$ cat config.mk
export PLATFORM = sky130hd
export DESIGN_NAME = corescore_collector_uart
export DESIGN_NICKNAME = d
export VERILOG_FILES = /design/src/rtl/corescore_collector_uart.sv
export SDC_FILE = /design/constraint.sdc
export NUM_CORES = 1
export LEC_CHECK = 0
export ABC_AREA = 1
export BUFFER_PORTS_ARGS = -buffer_cell sky130_fd_sc_hd__clkbuf_2
export CORE_ASPECT_RATIO = 1.5
export CORE_MARGIN = 1
export CORE_UTILIZATION = 40
export CTS_CLUSTER_SIZE = 20
export DETAILED_ROUTE_END_ITERATION = 7
export GPL_TIMING_DRIVEN = 0
export SLEW_MARGIN = 20
export SYNTH_ARGS = -nofsm -noshare
export SYNTH_HDL_FRONTEND = slang
export SYNTH_SLANG_ARGS = --single-unit
$ cat constraint.sdc
create_clock -name i_clk -period 3.3 [get_ports i_clk]
set_clock_uncertainty 0.2 [all_clocks]
set_input_delay 0.825 -clock i_clk [delete_from_list [all_inputs] [get_ports i_clk]]
set_output_delay 0.825 -clock i_clk [all_outputs]
set_load 0.02 [all_outputs]
$ cat src/rtl/corescore_collector_uart.sv
// 8N1 UART receiver: oversamples the RX pin, samples each bit at mid-period and
// delivers bytes on a valid/ready stream with framing-error and overrun pulses.
module corescore_collector_uart #(
    parameter int unsigned clk_freq_hz = 0,
    parameter int unsigned baud_rate   = 57600
) (
    input  logic       i_clk,
    input  logic       i_rst,
    input  logic       i_uart_rx,
    output logic [7:0] o_data,
    output logic       o_valid,
    input  logic       i_ready,
    output logic       o_frame_err,
    output logic       o_overrun
);

    localparam int unsigned Full = clk_freq_hz / baud_rate;
    localparam int unsigned Half = Full / 2;
    localparam int unsigned CntW = $clog2(Full) + 1;
    localparam logic [CntW-1:0] FullM1 = CntW'(Full - 1);
    localparam logic [CntW-1:0] HalfM1 = CntW'(Half - 1);

    typedef enum logic [2:0] {
        StIdle,
        StStart,
        StData,
        StStop,
        StBreak
    } state_e;

    state_e          state_q, state_d;
    logic [1:0]      sync_q;
    logic [CntW-1:0] cnt_q, cnt_d;
    logic [2:0]      idx_q, idx_d;
    logic [7:0]      shift_q, shift_d;
    logic [7:0]      data_q, data_d;
    logic            valid_q, valid_d;
    logic            ferr_q, ferr_d;
    logic            ovr_q, ovr_d;
    logic            deliver;
    logic            rx_s;

    assign rx_s = sync_q[1];

    always_ff @(posedge i_clk) begin
        if (!i_rst) begin
            sync_q  <= 2'b11;
            state_q <= StIdle;
            cnt_q   <= '0;
            idx_q   <= '0;
            shift_q <= '0;
            data_q  <= '0;
            valid_q <= 1'b0;
            ferr_q  <= 1'b0;
            ovr_q   <= 1'b0;
        end else begin
            sync_q  <= {sync_q[0], i_uart_rx};
            state_q <= state_d;
            cnt_q   <= cnt_d;
            idx_q   <= idx_d;
            shift_q <= shift_d;
            data_q  <= data_d;
            valid_q <= valid_d;
            ferr_q  <= ferr_d;
            ovr_q   <= ovr_d;
        end
    end

    always_comb begin
        state_d = state_q;
        cnt_d   = cnt_q;
        idx_d   = idx_q;
        shift_d = shift_q;
        ferr_d  = 1'b0;
        deliver = 1'b0;
        unique case (state_q)
            StIdle: begin
                if (!rx_s) begin
                    state_d = StStart;
                    cnt_d   = HalfM1;
                end
            end
            StStart: begin
                if (cnt_q == '0) begin
                    if (!rx_s) begin
                        state_d = StData;
                        cnt_d   = FullM1;
                        idx_d   = '0;
                    end else begin
                        // Start bit gone by mid-bit: treat as a line glitch.
                        state_d = StIdle;
                    end
                end else begin
                    cnt_d = cnt_q - 1'b1;
                end
            end
            StData: begin
                if (cnt_q == '0) begin
                    shift_d = {rx_s, shift_q[7:1]};
                    cnt_d   = FullM1;
                    idx_d   = idx_q + 3'd1;
                    if (idx_q == 3'd7) begin
                        state_d = StStop;
                    end
                end else begin
                    cnt_d = cnt_q - 1'b1;
                end
            end
            StStop: begin
                if (cnt_q == '0) begin
                    if (rx_s) begin
                        deliver = 1'b1;
                        state_d = StIdle;
                    end else begin
                        ferr_d  = 1'b1;
                        state_d = StBreak;
                    end
                end else begin
                    cnt_d = cnt_q - 1'b1;
                end
            end
            StBreak: begin
                if (rx_s) begin
                    state_d = StIdle;
                end
            end
            default: state_d = StIdle;
        endcase
    end

    // Output holding register: a stalled consumer keeps the old byte, the new one is dropped.
    always_comb begin
        data_d  = data_q;
        valid_d = valid_q;
        ovr_d   = 1'b0;
        if (deliver) begin
            if (valid_q && !i_ready) begin
                ovr_d = 1'b1;
            end else begin
                data_d  = shift_q;
                valid_d = 1'b1;
            end
        end else if (valid_q && i_ready) begin
            valid_d = 1'b0;
        end
    end

    assign o_data      = data_q;
    assign o_valid     = valid_q;
    assign o_frame_err = ferr_q;
    assign o_overrun   = ovr_q;

endmodule

==> results of run 1 <==
==> layout by cell type, fill, tap and decap left out, types with 2 or more instances in the layout <==
| cell | instances |
|---|---|
| buf_2 | 2 |
| nand2_1 | 45 |
| clkbuf_1 | 2 |
| ha_1 | 2 |
| a21oi_1 | 13 |
| nor2_1 | 27 |
| nand3_1 | 7 |
| inv_1 | 16 |
| clkbuf_8 | 3 |
| nor3_1 | 2 |
| dfxtp_1 | 28 |
| inv_2 | 2 |
| or2_2 | 2 |
| clkbuf_2 | 13 |
| o21ai_0 | 5 |
==> cells by family after synthesis <==
family	Yosys count	synth area share [%]
and+or+nand+nor	87	32.36
DFF	28	48.33
AOI/OAI and AO/OA	19	8.198
adders and majority gates	2	2.157
buffers and inverters	24	8.955
==> routing by layer <==
metal  global-route usage, %  wire length [µm]  vias up
met5                       0                 0        -
met4                   8.456                46        0
met3                   3.166                64        4
met2                   27.82              1060       18
met1                   19.67              1011      425
li1                        -                 -      532
==> path summary, 6_finish.rpt <==
path | slack (ns) | cells after the start | start | end
setup / recovery | 1.48 | 1 | o_data[3] | o_data[3]
hold / removal | 0.23 | 1 | sync_q[0] | sync_q[1]
setup reg to reg | 1.76 | 6 | sync_q[1] | o_data[1]
hold reg to reg | 0.23 | 1 | sync_q[0] | sync_q[1]
==> sequential cells by signal (all words and copies together), names as in the netlist <==
register and cells:
cnt_q 1, shift_q 8, o_overrun 1, sync_q 2, o_data 8, o_frame_err 1, state_q 3, idx_q 3
o_valid 1
==> worst register-to-register path, delay by kind of cell, from the launching register on <==
family | cells | cell delay, ns
AND/OR/NAND/NOR | 4 | 0.57
buffers and inverters | 2 | 0.26
flip-flops | 1 | 0.42
==> power by group <==
group,internal [W],leakage [nW],switching [W]
sequential,0.000382,0.227,0.0000383
combinational,0.0000808,0.389,0.000162
clock,0.000162,0.0357,0.000105
total,0.000625,0.652,0.000305
==> metrics by stage <==
| stage | area, µm² | hold WS (ns) | cells | power, W | worst slack [ns] |
|---|---|---|---|---|---|
| after floorplan | 1160 | 0.1925 | 160 | 0.0006129 | 1.585 |
| after global placement | 1271 | 0.2024 | 210 | 0.0006642 | 1.330 |
| after detailed placement | 1271 | 0.2108 | 210 | 0.0006703 | 1.327 |
| after CTS | 1343 | 0.2334 | 214 | 0.0009408 | 1.472 |
| after global routing | 1343 | 0.2488 | 214 | 0.0009953 | 1.446 |
| final | 1343 | 0.2259 | 214 | 0.0009306 | 1.483 |
==> cell type report <==
type	instances	area share (%)
tap	37	3.448
sequential	28	41.75
multi-input combinational	108	36.91
clock buffer	3	3.075
clock inverter	1	2.237
inverter	18	5.033
timing repair buffer	13	4.846
buffer	6	2.703
==> flow_summary.json, run 1 <==
{
  "status": "finished, final reports clean",
  "seq_area_frac_synth_pct": 48.33,
  "detail_route.wl_per_cell_um": 10.20,
  "drt_wl_total_mm": 2.182,
  "hold_violations": 0,
  "synthCells": 160,
  "syn_nets": 166,
  "place.gp.congestion": 0.8550,
  "worst_pin_slew_ns": 0.4828,
  "layout-drive-gt1-share_pct": 15.25,
  "post_cts_buffers": 0,
  "finalCritPeriodShare_pct": 55.06,
  "cp-start-kind": "flip-flop",
  "multi_input_area_um2": 495.5,
  "cts_inserted_buffers": 3,
  "rsz0062_at_grt": "no",
  "start_util_pct": 42.88,
  "die-area_mm2": 0.003123,
  "synth_area_leaders": "dfxtp_1, nand2_1, nor2_1, a21oi_1, inv_1",
  "report.final.slew_viol_count": 0,
  "die-width_um": 45.97,
  "cts_resized": 0,
  "max-slew-margin-rel_pct": 67.81,
  "synth_commonest_cells": "nand2_1, dfxtp_1, nor2_1",
  "antenna_found_initial": 0,
  "ctsHoldBuffers": 0,
  "core_area_mm2": 0.002705,
  "finalSetupTns_ns": 0,
  "vias": 979,
  "synth_top_area_share_pct": 48.33,
  "setup_viol": 0,
  "critical-path-max-stage-delay_ns": 0.35,
  "track_usage_pct": 16.66,
  "synth_edf_count": 0,
  "layout_min_cycle_time_ns": 1.817,
  "crit_fanout": 2,
  "grt_pass1_wl_mm": 3.795,
  "yosysWarnings": 0,
  "cts_tree": "yes",
  "clk_pin_slew_ns": 0.09,
  "power_leakage_nw": 0.6518,
  "ir_drop_v": 0.0003646,
  "cp_slowest_cell": "dfxtp_1",
  "crit_chain": "clkbuf_2",
  "drt_iter0_markers": 24,
  "drv_cap": 0,
  "fin_util_pct": 49.63,
  "die_h_um": 67.95,
  "avgViaCountPerCell": 4.575,
  "cts_buffer_depth": 2,
  "hold_path_class": "reg -> reg",
  "grt_pass1_vias": 916,
  "cp_num_buf_inv": 1,
  "synth_most_common_cell": "nand2_1",
  "h-tree-depth": 1,
  "drc_errors": 0,
  "clk_latency_ns": 0.27,
  "num_rows": 23,
  "avgSynthCellArea_um2": 7.249,
  "cp_data_arrival_time_ns": 0.79,
  "drtPass1Iterations": 4,
  "synth.cell_area_mm2": 0.001160,
  "ys.flop_type": "dfxtp_1",
  "crit_type": "reg -> out",
  "ys_seq_elements": 28,
  "grt_max_degree": 17,
  "power_density_mw_per_mm2": 693.1,
  "place_hpwl_mm": 1.575,
  "areaGrowthSynthToFinish_pct": 15.75,
  "crit_required_ns": 2.27,
  "cts_sinks": 28,
  "port_buffers": 13,
  "grt_overflow": 0,
  "synthArstFlopShare_pct": 0,
  "root_buffer": "clkbuf_8",
  "ant_nets": 0,
  "regArea_um2": 560.5,
  "insertedDiodeCount": 0,
  "yosysTopAreaCell": "dfxtp_1",
  "num-nets-final": 184,
  "end_kind": "output port",
  "nFillCells": 294,
  "cpLargestDelayFamily": "flip-flops",
  "timing.fmax_mhz": 550.4,
  "synth_cell_types": 20,
  "io_pins": 15
}
No activity file was read; power rests on OpenSTA's default activity.
==> run 2, diff against run 1 <==
--- a/config.mk
+++ b/config.mk
@@ -5,7 +5,7 @@
 export SDC_FILE = /design/constraint.sdc
 export NUM_CORES = 1
 export LEC_CHECK = 0
-export ABC_AREA = 1
+export ABC_AREA = 0
 export BUFFER_PORTS_ARGS = -buffer_cell sky130_fd_sc_hd__clkbuf_2
 export CORE_ASPECT_RATIO = 1.5
 export CORE_MARGIN = 1
==> constraint.sdc (replaced) <==
create_clock -name i_clk -period 1.7 [get_ports i_clk]
set_clock_uncertainty 0.2 [all_clocks]
set_input_delay 0.425 -clock i_clk [delete_from_list [all_inputs] [get_ports i_clk]]
set_output_delay 0.425 -clock i_clk [all_outputs]
set_load 0.02 [all_outputs]
==> run 2 against run 1 <==
Effect of this change:
- routed wire length is 5.7% lower
- cell count is 17% lower
- worst hold slack worse by 0.098 ns
- critical path depth is 3 higher
- total power is 32% higher
- die area is 0.51% lower
- clock-buffer cell count stayed put
- clock power is 93% higher
- setup slack worse by 1.3 ns
- synthesized cell count is 23% lower
- critical path type is now reg -> reg
==> flow_summary.json, run 2 <==
{
  "ant_nets": 0,
  "num-nets-final": 148,
  "io_pins": 15,
  "final_common_cell": "nand2_1",
  "vias": 882,
  "grt_pass1_vias": 769,
  "drv_cap": 0,
  "fin_util_pct": 51.02,
  "grt_overflow": 0,
  "drtPass1Iterations": 4,
  "max-slew-margin-rel_pct": 69.64,
  "seq_area_frac_synth_pct": 48.59,
  "crit_type": "reg -> reg",
  "cts_inserted_buffers": 3,
  "synth_most_common_cell": "nand2_1",
  "drt_iter0_markers": 19,
  "die-area_mm2": 0.003107,
  "antenna_found_initial": 0,
  "h-tree-depth": 1,
  "synthCells": 123,
  "total_power_w": 0.001227,
  "layout_min_cycle_time_ns": 1.563,
  "cts_tree": "yes",
  "drt_wl_total_mm": 2.058,
  "rsz0062_at_grt": "no",
  "insertedDiodeCount": 0,
  "detail_route.wl_per_cell_um": 11.56,
  "cp_data_arrival_time_ns": 1.53,
  "core_area_mm2": 0.002705,
  "setup_viol": 0,
  "hold_end": "sync_q[0]",
  "status": "finished, final reports clean",
  "clk_latency_ns": 0.27,
  "die_h_um": 67.77,
  "crit_required_ns": 1.66,
  "end_kind": "flip-flop",
  "ir_drop_v": 0.0007754,
  "drc_errors": 0,
  "crit_fanout": 10,
  "start_util_pct": 42.65,
  "ys.flop_type": "dfxtp_1",
  "cts_sinks": 28,
  "avgSynthCellArea_um2": 9.379,
  "grt_max_degree": 17,
  "worst_pin_slew_ns": 0.4555,
  "clk_pin_slew_ns": 0.09,
  "ys_seq_elements": 28,
  "power_leakage_nw": 0.4984,
  "root_buffer": "clkbuf_8",
  "place_area_mm2": 0.001270,
  "areaGrowthSynthToFinish_pct": 19.63,
  "hold_violations": 0,
  "synth_area_leaders": "dfxtp_1, nand2_1, mux2i_1, a21boi_0, nand4bb_4",
  "final_cell_mix": "nand2_1, dfxtp_1, clkbuf_2",
  "track_usage_pct": 15.28,
  "holdPathStages": 2,
  "power_density_mw_per_mm2": 889.4,
  "syn_nets": 129,
  "r2r_end": "idx_q[0]",
  "min_from": "i_uart_rx",
  "synth_cell_types": 28,
  "avgViaCountPerCell": 4.955,
  "finalCritPeriodShare_pct": 91.96,
  "post-route-cell-area_mm2": 0.001380,
  "num_rows": 23,
  "grt_pass1_wl_mm": 3.408,
  "layout-drive-gt1-share_pct": 19.86,
  "yosysWarnings": 0,
  "fin_ws_ns": 0.1366,
  "timing.fmax_mhz": 639.6,
  "ff2ff_path_depth": 4,
  "synth_top_area_share_pct": 48.59,
  "yosysTopAreaCell": "dfxtp_1",
  "synth.cell_area_mm2": 0.001154,
  "place_hpwl_mm": 1.449,
  "r2r_start": "state_q[1]",
  "port_buffers": 14,
  "hold_path_class": "in -> reg",
  "synth_commonest_cells": "nand2_1, dfxtp_1, mux2i_1",
  "ctsHoldBuffers": 0,
  "cp-start-kind": "flip-flop",
  "place.gp.congestion": 0.7396,
  "place_ws_ns": -0.01040,
  "rrSetupSlack_ns": 0.14,
  "report.final.slew_viol_count": 0,
  "synthArstFlopShare_pct": 0,
  "cts_buffer_depth": 2,
  "synth_edf_count": 0,
  "die-width_um": 45.85
}
run 2: cell count changes after synthesis, moves of 4 or more:
cell and delta:
mux2i_1 +9, nand2b_1 +4, a21oi_1 -11, nand2_1 -11, nor2_1 -22, inv_1 -14, nand3_1 -7, a21boi_0 +8
run 2: area by class of cell:
class	count	area [µm²]
Tap cell	37	46.29
Inverter	2	7.507
Clock buffer	3	41.29
Sequential cell	28	561.8
Timing Repair Buffer	15	90.09
Buffer	6	35.03
Multi-Input combinational cell	86	568.0
Clock inverter	1	30.03
Fill cell	294	1325
run 2: metrics by stage:
step | hold slack [ns] | TNS, ns | std cells
after floorplan | 0.1863 | 0 | 123
after CTS | 0.1206 | 0 | 179
after global placement | 0.1888 | 0 | 174
after global routing | 0.1317 | 0 | 178
final | 0.1278 | 0 | 178
after detailed placement | 0.1971 | -0.01513 | 174
run 2: cells by family after synthesis:
family,after synthesis,synth area share [%]
simple gates,52,23.10
flops,28,48.59
compound gates,22,13.56
mux,10,8.785
buf+inv,9,3.796
fa+ha+maj,2,2.169
run 2: worst max path at each step:
stage,cells past startpoint,slack (ns),startpoint,endpoint
floorplan,4,0.16,state_q[2],o_data[0]
global placement,4,0.007,state_q[2],o_data[0]
detailed placement,4,-0.01,state_q[2],o_data[4]
CTS,5,0.01,state_q[1],shift_q[1]
global route,5,0.05,state_q[1],shift_q[1]
finish,4,0.14,state_q[1],idx_q[0]
run 2: metal layers:
layer | vias up | global-route usage, % | routed length [µm]
met4 | 0 | 9.926 | 51
met2 | 10 | 24.47 | 1103
li1 | 453 | - | -
met3 | 5 | 0.8021 | 45
met1 | 414 | 19.24 | 858
met5 | - | 0 | 0
run 2: worst max-delay path, cell delays in order (launching register included):
cell and delay, ns:
dfxtp_1 0.30, buf_2 0.18, or3b_1 0.42, a211oi_1 0.26, a21oi_1 0.10
run 2: timing repair:
item                                    CTS  global route
gates resized for setup                   0             5
buffers inserted                          1             0
endpoints found under the setup margin    8            10
pin swaps                                 1             0
run 2: report_power, final:
group	switching (W)	internal, W	total [W]
sequential	0.0000102	0.000661	0.000672
clock	0.000199	0.000315	0.000514
combinational	0.0000236	0.0000184	0.0000421
==> run 3, diff against run 2 <==
==> constraint.sdc (replaced) <==
create_clock -name i_clk -period 1.5 [get_ports i_clk]
set_clock_uncertainty 0.2 [all_clocks]
set_input_delay 0.375 -clock i_clk [delete_from_list [all_inputs] [get_ports i_clk]]
set_output_delay 0.375 -clock i_clk [all_outputs]
set_load 0.02 [all_outputs]
==> run 3 against run 2 <==
Effect of this change:
- sequential share of layout area grew 0.55 points
- cell area increased by 0.63%
- setup slack got worse by 0.12 ns
- clock-buffer cell count is the same
- first-iteration DRC count rose by 32%
- sequential power increased by 13%
- sequential cell count unchanged
- clock power down 24%
- critical path depth is the same
- total power down 2.0%
- core utilization up 0.32 points
- critical path type unchanged
- critical endpoint is now o_data[0]
==> flow_summary.json, run 3 (synthesized netlist as in run 2, its figures left out) <==
{
  "cts_buffer_depth": 2,
  "layout_min_cycle_time_ns": 1.482,
  "crit_required_ns": 1.50,
  "areaGrowthSynthToFinish_pct": 20.39,
  "final_cell_mix": "nand2_1, dfxtp_1, clkbuf_2",
  "end_kind": "flip-flop",
  "vias": 892,
  "holdPathStages": 2,
  "num_rows": 23,
  "crit_chain": "nand4bb_4, nor3_4, buf_12, mux2i_1",
  "grt_max_degree": 15,
  "core_area_mm2": 0.002705,
  "drtPass1Iterations": 4,
  "num-nets-final": 150,
  "die_h_um": 67.77,
  "dr.max_layer_used": "met4",
  "cts_tree": "yes",
  "port_buffers": 14,
  "critical-path-max-stage-delay_ns": 0.38,
  "nFillCells": 281,
  "grt_pass1_wl_mm": 3.532,
  "avgViaCountPerCell": 4.983,
  "root_buffer": "clkbuf_8",
  "drt_wl_total_mm": 2.104,
  "insertedDiodeCount": 0,
  "antenna_found_initial": 0,
  "finalCritPeriodShare_pct": 98.80,
  "r2r_end": "o_data[0]",
  "final_common_cell": "nand2_1",
  "total_power_w": 0.001203,
  "power_density_mw_per_mm2": 866.1,
  "place_ws_ns": -0.2210,
  "layout-drive-gt1-share_pct": 24.65,
  "timing.fmax_mhz": 674.7,
  "h-tree-depth": 1,
  "die-width_um": 45.85,
  "fin_util_pct": 51.34,
  "r2r_start": "cnt_q",
  "cts_sinks": 28,
  "drv_cap": 0,
  "place.gp.congestion": 0.7563,
  "track_usage_pct": 15.75,
  "rrSetupSlack_ns": 0.02,
  "drc_errors": 0,
  "drt_iter0_markers": 25,
  "crit_fanout": 8,
  "dr_wl_met2_mm": 1.129,
  "grt_pass1_vias": 825,
  "clk_latency_ns": 0.26,
  "hold_violations": 0,
  "crit_type": "reg -> reg",
  "power_leakage_nw": 0.5054,
  "io_pins": 15,
  "start_util_pct": 42.65,
  "ant_nets": 0,
  "die-area_mm2": 0.003107,
  "cts_inserted_buffers": 3,
  "detail_route.wl_per_cell_um": 11.75,
  "report.final.slew_viol_count": 0,
  "worst_pin_slew_ns": 0.4524,
  "hold_path_class": "in -> reg",
  "rsz0062_at_grt": "yes",
  "grt_overflow": 0,
  "hold_end": "sync_q[0]",
  "cp_data_arrival_time_ns": 1.48,
  "setup_viol": 0,
  "max-slew-margin-rel_pct": 69.84,
  "cp_slowest_cell": "dfxtp_4",
  "clk_pin_slew_ns": 0.09,
  "met1Wirelength_um": 865,
  "cp-start-kind": "flip-flop",
  "place_hpwl_mm": 1.424,
  "fin_ws_ns": 0.01794,
  "ir_drop_v": 0.0006334,
  "status": "finished, final reports clean",
  "ctsHoldBuffers": 0,
  "ff2ff_path_depth": 4,
  "min_from": "i_uart_rx",
  "wl_met3_um": 65
}
-- run 3: changes by cell type in the layout (fill, tap and decap cells not counted), sizes merged --
cell    delta
buf        +3
clkbuf     -1
bufinv     -1
-- run 3: stage by stage --
step	cell area [µm²]	setup TNS [ns]	instances	hold WS, ns
2_1_floorplan	1157	-0.2233	123	0.1863
4_1_cts	1381	-0.0008807	180	0.07967
5_1_grt	1389	-0.3674	179	0.09663
3_3_place_gp	1274	-2.252	174	0.1884
3_5_place_dp	1274	-2.539	174	0.1924
6_report	1389	0	179	0.08424
-- run 3: worst max-delay path, delay by kind of cell (launching register included) --
family	cells	cell delay [ns]
and+or+nand+nor	2	0.49
DFF	1	0.38
muxes	1	0.18
buffers and inverters	1	0.16
-- run 3: layout make-up --
| cell class | count | area (µm²) | area share (%) |
|---|---|---|---|
| Buffer | 5 | 30.03 | 2.162 |
| Clock buffer | 3 | 41.29 | 2.973 |
| Inverter | 2 | 7.507 | 0.5405 |
| Multi-Input combinational cell | 86 | 578.1 | 41.62 |
| Sequential cell | 28 | 573.1 | 41.26 |
| Tap cell | 37 | 46.29 | 3.333 |
| Timing Repair Buffer | 18 | 112.6 | 8.108 |
-- run 3: worst max-delay path by stage --
| stage | from | end | slack (ns) | cells past startpoint |
|---|---|---|---|---|
| finish | cnt_q | o_data[0] | 0.02 | 4 |
| global route | cnt_q | o_data[2] | -0.06 | 4 |
| CTS | state_q[1] | shift_q[6] | -0.0009 | 5 |
| detailed placement | state_q[0] | o_data[0] | -0.22 | 3 |
| global placement | state_q[0] | o_data[0] | -0.20 | 3 |
| floorplan | state_q[2] | o_data[0] | -0.03 | 4 |
-- run 3: timing repair --
item,CTS,global route
cloned,0,0
buffers inserted,4,0
pin swaps,4,1
resized for setup,17,7
setup endpoints to repair,19,19
-- run 3: metal layers --
| metal | vias up | global-route usage (%) |
|---|---|---|
| li1 | 457 | - |
| met1 | 417 | 18.88 |
| met2 | 14 | 26.41 |
| met3 | 4 | 2.406 |
| met4 | 0 | 7.721 |
| met5 | - | 0 |
-- run 3: power breakdown --
group,switching [W],internal [W]
Combinational,0.0000293,0.0000248
Sequential,0.0000106,0.000746
Clock,0.000212,0.000180
